File: config.mk
export PLATFORM = sky130hd
export DESIGN_NAME = wb_regfile
export DESIGN_NICKNAME = d
export VERILOG_FILES = /design/src/rtl/wb_regfile.sv
export SDC_FILE = /design/constraint.sdc
export NUM_CORES = 1
export LEC_CHECK = 0
export BUFFER_PORTS_ARGS = -buffer_cell sky130_fd_sc_hd__buf_4
export CAP_MARGIN = 10
export CELL_PAD_IN_SITES_DETAIL_PLACEMENT = 0
export CELL_PAD_IN_SITES_GLOBAL_PLACEMENT = 1
export CORE_ASPECT_RATIO = 0.5
export CORE_MARGIN = 2
export CORE_UTILIZATION = 40
export CTS_BUF_LIST = sky130_fd_sc_hd__clkbuf_4 sky130_fd_sc_hd__clkbuf_8
export CTS_CLUSTER_DIAMETER = 60
export DETAILED_ROUTE_END_ITERATION = 16
export PLACE_DENSITY_LB_ADDON = 0.1
export SKIP_LAST_GASP = 1
export SLEW_MARGIN = 10
export SYNTH_ARGS = -nofsm -noshare
export SYNTH_HDL_FRONTEND = slang
export SYNTH_HIERARCHICAL = 1
export SYNTH_SLANG_ARGS = --single-unit
export TNS_END_PERCENT = 20
File: constraint.sdc
create_clock -name clk -period 2 [get_ports clk]
set_input_delay 0.4 -clock clk [delete_from_list [all_inputs] [get_ports clk]]
set_output_delay 0.4 -clock clk [all_outputs]
set_load 0.01 [all_outputs]
File: src/rtl/wb_regfile.sv
// Write-back stage: selects the write-back value, commits it into an 8-entry
// register file with R0 hardwired to zero, and serves bypassed decode reads.

module wb_rf_rdport #(
  parameter int DATA_WIDTH = 8,
  parameter int ADDR_WIDTH = 3,
  parameter int NREGS      = 1 << ADDR_WIDTH
) (
  input  logic [NREGS-1:0][DATA_WIDTH-1:0] regs_i,
  input  logic [ADDR_WIDTH-1:0]            addr_i,
  input  logic                             commit_i,
  input  logic [ADDR_WIDTH-1:0]            wr_reg_i,
  input  logic [DATA_WIDTH-1:0]            wr_val_i,
  output logic [DATA_WIDTH-1:0]            data_o
);
  always_comb begin
    data_o = regs_i[addr_i];
    if (addr_i == '0)
      data_o = '0;
    else if (commit_i && (addr_i == wr_reg_i))
      data_o = wr_val_i;  // write-through: decode sees this cycle's commit
  end
endmodule

module wb_regfile #(
  parameter int DATA_WIDTH = 8,
  parameter int ADDR_WIDTH = 3,
  parameter int CNT_WIDTH  = 8
) (
  input  logic                  clk,
  input  logic                  rst_n,
  input  logic [1:0]            wb_control_signal,
  input  logic [DATA_WIDTH-1:0] wb_read_data,
  input  logic [DATA_WIDTH-1:0] wb_alu_result,
  input  logic [ADDR_WIDTH-1:0] wb_register_num,
  input  logic [ADDR_WIDTH-1:0] rd_addr_a,
  input  logic [ADDR_WIDTH-1:0] rd_addr_b,
  output logic [DATA_WIDTH-1:0] rd_data_a,
  output logic [DATA_WIDTH-1:0] rd_data_b,
  output logic                  fwd_valid,
  output logic [ADDR_WIDTH-1:0] fwd_reg,
  output logic [DATA_WIDTH-1:0] fwd_data,
  output logic [CNT_WIDTH-1:0]  write_count,
  input  logic [ADDR_WIDTH-1:0] dbg_addr,
  output logic [DATA_WIDTH-1:0] dbg_data
);
  localparam int NREGS  = 1 << ADDR_WIDTH;
  localparam int NPORTS = 2;

  logic [NREGS-1:0][DATA_WIDTH-1:0]  regs_q, regs_d;
  logic [CNT_WIDTH-1:0]              cnt_q, cnt_d;
  logic [DATA_WIDTH-1:0]             wb_value;
  logic                              commit;
  logic [NPORTS-1:0][ADDR_WIDTH-1:0] rd_addr;
  logic [NPORTS-1:0][DATA_WIDTH-1:0] rd_data;

  assign wb_value = wb_control_signal[0] ? wb_read_data : wb_alu_result;
  assign commit   = wb_control_signal[1] && (wb_register_num != '0);

  always_comb begin
    regs_d = regs_q;
    cnt_d  = cnt_q;
    if (commit) begin
      regs_d[wb_register_num] = wb_value;
      cnt_d                   = cnt_q + CNT_WIDTH'(1);
    end
    regs_d[0] = '0;
  end

  always_ff @(posedge clk or negedge rst_n) begin
    if (!rst_n) begin
      regs_q <= '0;
      cnt_q  <= '0;
    end else begin
      regs_q <= regs_d;
      cnt_q  <= cnt_d;
    end
  end

  assign rd_addr = {rd_addr_b, rd_addr_a};

  for (genvar p = 0; p < NPORTS; p++) begin : g_rd
    wb_rf_rdport #(
      .DATA_WIDTH(DATA_WIDTH),
      .ADDR_WIDTH(ADDR_WIDTH),
      .NREGS     (NREGS)
    ) u_rdport (
      .regs_i  (regs_q),
      .addr_i  (rd_addr[p]),
      .commit_i(commit),
      .wr_reg_i(wb_register_num),
      .wr_val_i(wb_value),
      .data_o  (rd_data[p])
    );
  end

  assign rd_data_a = rd_data[0];
  assign rd_data_b = rd_data[1];

  // Raw tap: consumers qualify fwd_reg/fwd_data with fwd_valid.
  assign fwd_valid   = commit;
  assign fwd_reg     = wb_register_num;
  assign fwd_data    = wb_value;
  assign write_count = cnt_q;

  // Debug view is storage only, so it lags a same-cycle commit by one edge.
  assign dbg_data = (dbg_addr == '0) ? '0 : regs_q[dbg_addr];
endmodule

==> results of run 1 <==
## per-stage QoR
stage          hold WS [ns]  util (%)  TNS (ns)
4_1_cts             0.00363      51.5     -2.19
2_1_floorplan         0.104         -  -0.00925
5_1_grt              0.0143      51.5     -3.40
6_report           0.000109      51.5     -1.82
3_5_place_dp          0.392      49.1     -1.34
3_3_place_gp          0.383      49.1    -0.918
## registers in the layout, indices dropped and copies added (netlist names)
name,cells
regs_q,56
write_count,8
## synthesized netlist by cell type, types with 4 or more instances
| master | number | area, µm² |
|---|---|---|
| sky130_fd_sc_hd__dfrtp_1 | 64 | 1600 |
| sky130_fd_sc_hd__mux4_1 | 21 | 552 |
| sky130_fd_sc_hd__mux4_2 | 19 | 428 |
| sky130_fd_sc_hd__nor2_1 | 41 | 154 |
| sky130_fd_sc_hd__mux2i_1 | 26 | 260 |
| sky130_fd_sc_hd__buf_4 | 5 | 37.5 |
| sky130_fd_sc_hd__buf_2 | 9 | 45.0 |
| sky130_fd_sc_hd__o21ai_0 | 37 | 185 |
| sky130_fd_sc_hd__a21oi_1 | 24 | 120 |
| sky130_fd_sc_hd__inv_1 | 8 | 30.0 |
| sky130_fd_sc_hd__xnor2_1 | 9 | 78.8 |
| sky130_fd_sc_hd__mux2_2 | 8 | 90.1 |
| sky130_fd_sc_hd__nand2_1 | 46 | 173 |
| sky130_fd_sc_hd__xor2_1 | 4 | 35.0 |
| sky130_fd_sc_hd__buf_6 | 15 | 169 |
| sky130_fd_sc_hd__a211oi_1 | 14 | 105 |
| sky130_fd_sc_hd__a22oi_1 | 7 | 52.6 |
## placed cells by master, fill, tap and decap left out, drive strengths merged
cell type and count:
buf 136, dfrtp 64, nand2 46, nor2 41, mux4 40, o21ai 39
mux2i 26, a21oi 24, conb 16, a211oi 16, clkbuf 10, xnor2 9
inv 9, mux2 8, a22oi 7, xor2 4, nand4 4, nor3 4
nand4b 3, and4bb 3, clkinvlp 3, clkinv 3, nand3 2, and2b 1
o31ai 1, nor4 1, ha 1
## report_power, final
group | switching, W | internal (W) | total, W
clock | 0.000570 | 0.000485 | 0.00105
combinational | 0.000795 | 0.00102 | 0.00182
sequential | 0.000374 | 0.00160 | 0.00198
total | 0.00174 | 0.00311 | 0.00485
## what timing repair did
| action | CTS | global route |
|---|---|---|
| pin swaps | 2 | 0 |
| gates resized for setup | 13 | 5 |
| endpoints found under the setup margin | 22 | 24 |
| buffers inserted | 11 | 1 |
## critical path, cell delays in order (launching register included)
cell and delay, ns:
sky130_fd_sc_hd__dfrtp_1 0.43, sky130_fd_sc_hd__mux4_2 0.50, sky130_fd_sc_hd__mux2i_2 0.21, sky130_fd_sc_hd__a211oi_2 0.10, sky130_fd_sc_hd__buf_4 0.15
## area by class of cell
| class | count | area, µm² | share of cell area, % |
|---|---|---|---|
| multi-input combinational | 296 | 2510 | 44.9 |
| sequential | 64 | 1600 | 28.7 |
| timing repair buffer | 136 | 1070 | 19.3 |
| tap | 145 | 181 | 3.25 |
| clock buffer | 10 | 138 | 2.47 |
| clock inverter | 6 | 45.0 | 0.807 |
| inverter | 9 | 33.8 | 0.605 |
## worst min-delay path by stage
stage	cells past startpoint	start	end	slack, ns
after detailed placement	1	rst_n	write_count[0]	0.39
after global routing	1	rst_n	write_count[0]	0.01
after CTS	1	rst_n	write_count[0]	0.004
after global placement	1	rst_n	write_count[0]	0.38
final	1	rst_n	regs_q[24]	0.0001
after floorplan	0	rst_n	regs_q[10]	0.10
## metal layers
layer	vias to the layer above	global-route usage, %
li1	1685	-
met1	1796	33.2
met2	163	36.8
met3	15	7.07
met4	0	5.89
met5	-	0
## cells by family after synthesis
kind of cell | Yosys count
mux | 74
fa+ha+maj | 1
compound gates | 87
flops | 64
xor+xnor | 13
other cells | 1
buf+inv | 42
simple gates | 105
==> flow_metrics.env, run 1 <==
export IMPL_die_w_um=152
export IMPL_gp_congestion=0.894
export IMPL_reg2reg_depth=4
export IMPL_cts_max_path_buffers=2
export IMPL_critPathKind="reg2out"
export IMPL_post_route_cells_drive_above_1_share_pct=40.1
export IMPL_synth_xor_area_share_pct=2.59
export IMPL_synth_seq_cells=64
export IMPL_min_path_type="in2async"
export IMPL_post_synth_cell_types=34
export IMPL_avgRoutedWirePerCell_um=20.6
export IMPL_clk_root_buffer_cell="sky130_fd_sc_hd__clkbuf_8"
export IMPL_grt_first_pass_wirelength_um=21200
export IMPL_first_global_vias=3728
export IMPL_io_buffer_count=75
export IMPL_worst_setup_path_end_kind="output port"
export IMPL_dp_slack_ns=-0.132
export IMPL_dp_final_hpwl_um=9990
export IMPL_top_layer_used="met4"
export IMPL_post_synth_edffs=0
export IMPL_max_transition_viols_final=0
export IMPL_async_flop_share_pct=100
export IMPL_fin_nets=549
export IMPL_cts_clk_pin_slew_worst_paths_ns=0.08
export IMPL_pin_count_of_the_biggest_net_entering_global_routing=34
export IMPL_cts_hold_buffers=0
export IMPL_groute_usage_overall_pct=23.8
export IMPL_post_synth_fa_ha_maj_area_fraction_pct=0.284
export IMPL_cts_max_level=3
export IMPL_final_critical_path_setup_slack_ns=-0.137
export IMPL_worst_r2r_setup_slack_ns=0.82
export IMPL_avgViaCountPerCell=5.49
export IMPL_top_level_ports=76
export IMPL_wl_met2_um=6060
export IMPL_required_ns=1.60
export IMPL_drt_first_iter_violations=240
export IMPL_min_period_over_period_pct=107
export IMPL_achievable_frequency_mhz=468
export IMPL_tritoncts_num_sinks=64
export IMPL_grt_overflow_total=0
export IMPL_fin_skew_ns=0.00169
export IMPL_total_power_w=0.00485
export IMPL_die_height_um=78.2
export IMPL_tritoncts="built"
export IMPL_core_region_area_um2=10800
export IMPL_ys_warn_count=6
export IMPL_dp_cells=638
export IMPL_detail_route_drc_violations=0
export IMPL_fin_area_um2=5580
export IMPL_drt_pass1_iter_count=4
export IMPL_critPathLaunchType="flop"
export IMPL_vdd_ir_drop_max_mv=0.300
export IMPL_power_density_cell_area_nw_per_um2=868
export IMPL_report_final_setup_viol=22
export IMPL_failed_checks="setup timing"
export IMPL_num_antenna_cells=0
export IMPL_synth_ff_type="sky130_fd_sc_hd__dfrtp_1"
export IMPL_syn_area_um2=4400
export IMPL_run_status="complete, but fails checks"
export IMPL_number_of_antenna_violations_at_the_first_check_in_global_routing=0
export IMPL_timing_rr_end="write_count[6]"
export IMPL_fillers=993
export IMPL_total_wire_length_um=13700
export IMPL_initial_utilization_pct=40.6
export IMPL_worst_skew_pair_late_latency_ns=0.35
export IMPL_post_layout_nonfiller_instances=666
export IMPL_critPathMaxFanout=4
export IMPL_dominant_combinational_cell_family_by_area_after_synthesis="multiplexers"
export IMPL_synth_sequential_area_ratio_pct=36.4
export IMPL_wl_met3_um=1530
export IMPL_synth_area_per_cell_um2=11.4
export IMPL_synth_compound_area_share_pct=11.8
export IMPL_wl_met1_um=5970
export IMPL_timing_critical_path_arrival_ns=1.74
export IMPL_area_delta_synth_final_pct=26.8
export IMPL_placementRows=27
export IMPL_reg2reg_from="write_count[0]"
export IMPL_leakage_nw=2.54
export IMPL_hold_violations=0
export IMPL_design_die_area_um2=11900
export IMPL_placedInstanceArea_um2=5330
export IMPL_synth_simple_gate_area_share_pct=11.1
export IMPL_final_period_minus_worst_setup_slack_ns=2.14
export IMPL_drtAntennaViolNets=0
export IMPL_crit_path_end="rd_data_b[5]"
export IMPL_worstSetupStartpoint="regs_q[53]"
export IMPL_cap_violations=0
export IMPL_cts_inserted_buffers=9
export IMPL_synth_mux_area_fraction_pct=30.2
export IMPL_synthCells=387
export IMPL_dr_total_vias=3659
export IMPL_rsz_0062_raised_after_global_routing="true"
Power figures use the tool's default switching activity.
==> run 2: changes to the inputs <==
--- a/config.mk
+++ b/config.mk
@@ -5,6 +5,7 @@
 export SDC_FILE = /design/constraint.sdc
 export NUM_CORES = 1
 export LEC_CHECK = 0
+export ABC_CLOCK_PERIOD_IN_PS = 2000
 export BUFFER_PORTS_ARGS = -buffer_cell sky130_fd_sc_hd__buf_4
 export CAP_MARGIN = 10
 export CELL_PAD_IN_SITES_DETAIL_PLACEMENT = 0
@@ -12,7 +13,6 @@
 export CORE_ASPECT_RATIO = 0.5
 export CORE_MARGIN = 2
 export CORE_UTILIZATION = 40
-export CTS_BUF_LIST = sky130_fd_sc_hd__clkbuf_4 sky130_fd_sc_hd__clkbuf_8
 export CTS_CLUSTER_DIAMETER = 60
 export DETAILED_ROUTE_END_ITERATION = 16
 export PLACE_DENSITY_LB_ADDON = 0.1
==> flow_metrics.env, run 2 (synthesis gave the netlist of run 1 again) <==
export IMPL_run_status="complete, but fails checks"
export IMPL_failed_checks="setup timing"
export IMPL_critPathMaxFanout=4
export IMPL_rsz_0062_raised_after_global_routing="true"
export IMPL_fin_hold_ws_ns=0.0196
export IMPL_tritoncts="built"
export IMPL_achievable_frequency_mhz=471
export IMPL_cts_clk_pin_slew_worst_paths_ns=0.06
export IMPL_critPathTopFamily="multiplexers"
export IMPL_setup_tns_ns=-1.46
export IMPL_leading_cell_type_in_the_layout_fill_and_taps_excluded="sky130_fd_sc_hd__buf_4"
export IMPL_power_switching_share_pct=34.0
export IMPL_combinationalPowerShare_pct=34.5
export IMPL_final_critical_path_setup_slack_ns=-0.121
export IMPL_tritoncts_num_sinks=64
export IMPL_max_transition_viols_final=0
export IMPL_drt_first_iter_violations=220
export IMPL_die_height_um=78.2
export IMPL_placementRows=27
export IMPL_worst_skew_pair_late_latency_ns=0.33
export IMPL_leakage_nw=2.60
export IMPL_wl_met1_um=6470
export IMPL_reg2reg_from="write_count[0]"
export IMPL_num_antenna_cells=0
export IMPL_total_wire_length_um=13800
export IMPL_worst_path_max_delay_cell="sky130_fd_sc_hd__mux4_2"
export IMPL_gp_congestion=0.894
export IMPL_wl_met3_um=1130
export IMPL_post_route_cells_drive_above_1_share_pct=40.9
export IMPL_fin_skew_ns=0.000607
export IMPL_report_final_setup_viol=21
export IMPL_dp_final_hpwl_um=9990
export IMPL_power_density_cell_area_nw_per_um2=930
export IMPL_cts_max_path_buffers=2
export IMPL_min_period_over_period_pct=106
export IMPL_avgViaCountPerCell=5.59
export IMPL_power_internal_w=0.00351
export IMPL_clk_root_buffer_cell="sky130_fd_sc_hd__clkbuf_16"
export IMPL_registers_top_by_ff_count="regs_q"
export IMPL_placedInstanceArea_um2=5330
export IMPL_netSwitchingPower_w=0.00181
export IMPL_worst_setup_path_end_kind="output port"
export IMPL_design_die_area_um2=11900
export IMPL_io_buffer_count=75
export IMPL_timing_critical_path_arrival_ns=1.72
export IMPL_critPathLaunchType="flop"
export IMPL_vdd_ir_drop_max_mv=0.336
export IMPL_drt_pass1_iter_count=5
export IMPL_largest_register_ff_count=56
export IMPL_clk_network_pwr_share_pct=28.3
export IMPL_final_period_minus_worst_setup_slack_ns=2.12
export IMPL_drtAntennaViolNets=0
export IMPL_top_layer_used="met4"
export IMPL_most_common_layout_cells="sky130_fd_sc_hd__buf_4, sky130_fd_sc_hd__dfrtp_1, sky130_fd_sc_hd__nand2_1"
export IMPL_critPathKind="reg2out"
export IMPL_avgRoutedWirePerCell_um=20.7
export IMPL_detail_route_drc_violations=0
export IMPL_initial_utilization_pct=40.6
export IMPL_worstSetupStartpoint="regs_q[13]"
export IMPL_grt_first_pass_wirelength_um=21300
export IMPL_fillers=975
export IMPL_core_region_area_um2=10800
export IMPL_cap_violations=0
export IMPL_fin_nets=551
export IMPL_required_ns=1.60
export IMPL_number_of_antenna_violations_at_the_first_check_in_global_routing=0
export IMPL_grt_overflow_total=0
export IMPL_pwr_share_seq_pct=37.2
export IMPL_fin_area_um2=5720
export IMPL_cts_max_level=3
export IMPL_wl_met2_um=6040
export IMPL_hold_violations=0
export IMPL_critical_path_buf_inv_count=1
export IMPL_area_delta_synth_final_pct=30.0
export IMPL_top_level_ports=76
export IMPL_dr_total_vias=3734
export IMPL_cts_hold_buffers=0
export IMPL_cpPeakStageDelay_ns=0.49
export IMPL_groute_usage_overall_pct=24.0
export IMPL_finish_utilization_pct=52.8
export IMPL_cts_inserted_buffers=9
export IMPL_min_path_type="in2async"
export IMPL_die_w_um=152
export IMPL_critical_path_cell_by_cell="mux4_2 > mux2i_2 > a211oi_2 > buf_4"
export IMPL_first_global_vias=3725
export IMPL_pin_count_of_the_biggest_net_entering_global_routing=34
-- run 2: cell count changes in the layout (fill, tap and decap cells not counted), sizes merged --
| cell | change |
|---|---|
| buf | +2 |
-- run 2: metal layers --
layer	global-route usage [%]	vias up
li1	-	1689
met5	0	-
met2	36.5	163
met1	33.7	1864
met4	6.73	0
met3	6.85	18
-- run 2: final timing paths --
kind,to,slack [ns],cells after the start
setup reg to reg,write_count[6],0.83,4
max in group asynchronous,regs_q[14],1.44,2
hold reg to reg,write_count[7],0.46,1
min in group clk,write_count[7],0.46,1
hold / removal,regs_q[24],0.02,1
setup / recovery,rd_data_b[5],-0.12,4
-- run 2: what timing repair did --
item,in CTS,in global routing
setup endpoints to repair,20,24
buffers inserted,11,3
pin swaps,3,3
cloned,0,0
gates resized for setup,16,8
-- run 2: final cells by class --
type                            count  area, µm²  share of cell area (%)
Multi-Input combinational cell    296       2520                    44.0
Sequential cell                    64       1600                    28.0
Timing Repair Buffer              138       1100                    19.2
Clock buffer                       10        239                    4.17
Tap cell                          145        181                    3.17
Clock inverter                      6       45.0                   0.787
Inverter                            9       33.8                   0.590
-- run 2: worst register-to-register path, cell delays in order, from the launching register on --
cell and delay (ns):
sky130_fd_sc_hd__dfrtp_1 0.41, sky130_fd_sc_hd__ha_1 0.22, sky130_fd_sc_hd__nand3_1 0.11, sky130_fd_sc_hd__nor3_1 0.20, sky130_fd_sc_hd__xor2_1 0.17
-- run 2: through the flow --
stage	setup slack, ns	instances	power (W)
2_1_floorplan	-0.00925	402	0.00291
3_3_place_gp	-0.120	638	0.00361
3_5_place_dp	-0.132	638	0.00368
4_1_cts	-0.0997	665	0.00531
5_1_grt	-0.151	668	0.00560
6_report	-0.121	668	0.00532
-- run 2: power groups by stage --
stage	clock (W)	combinational, W	sequential (W)
finish	0.00151	0.00183	0.00198
global route	0.00159	0.00200	0.00201
CTS	0.00153	0.00182	0.00196
detailed placement	0	0.00169	0.00199
global placement	0	0.00165	0.00196
floorplan	0	0.00103	0.00187
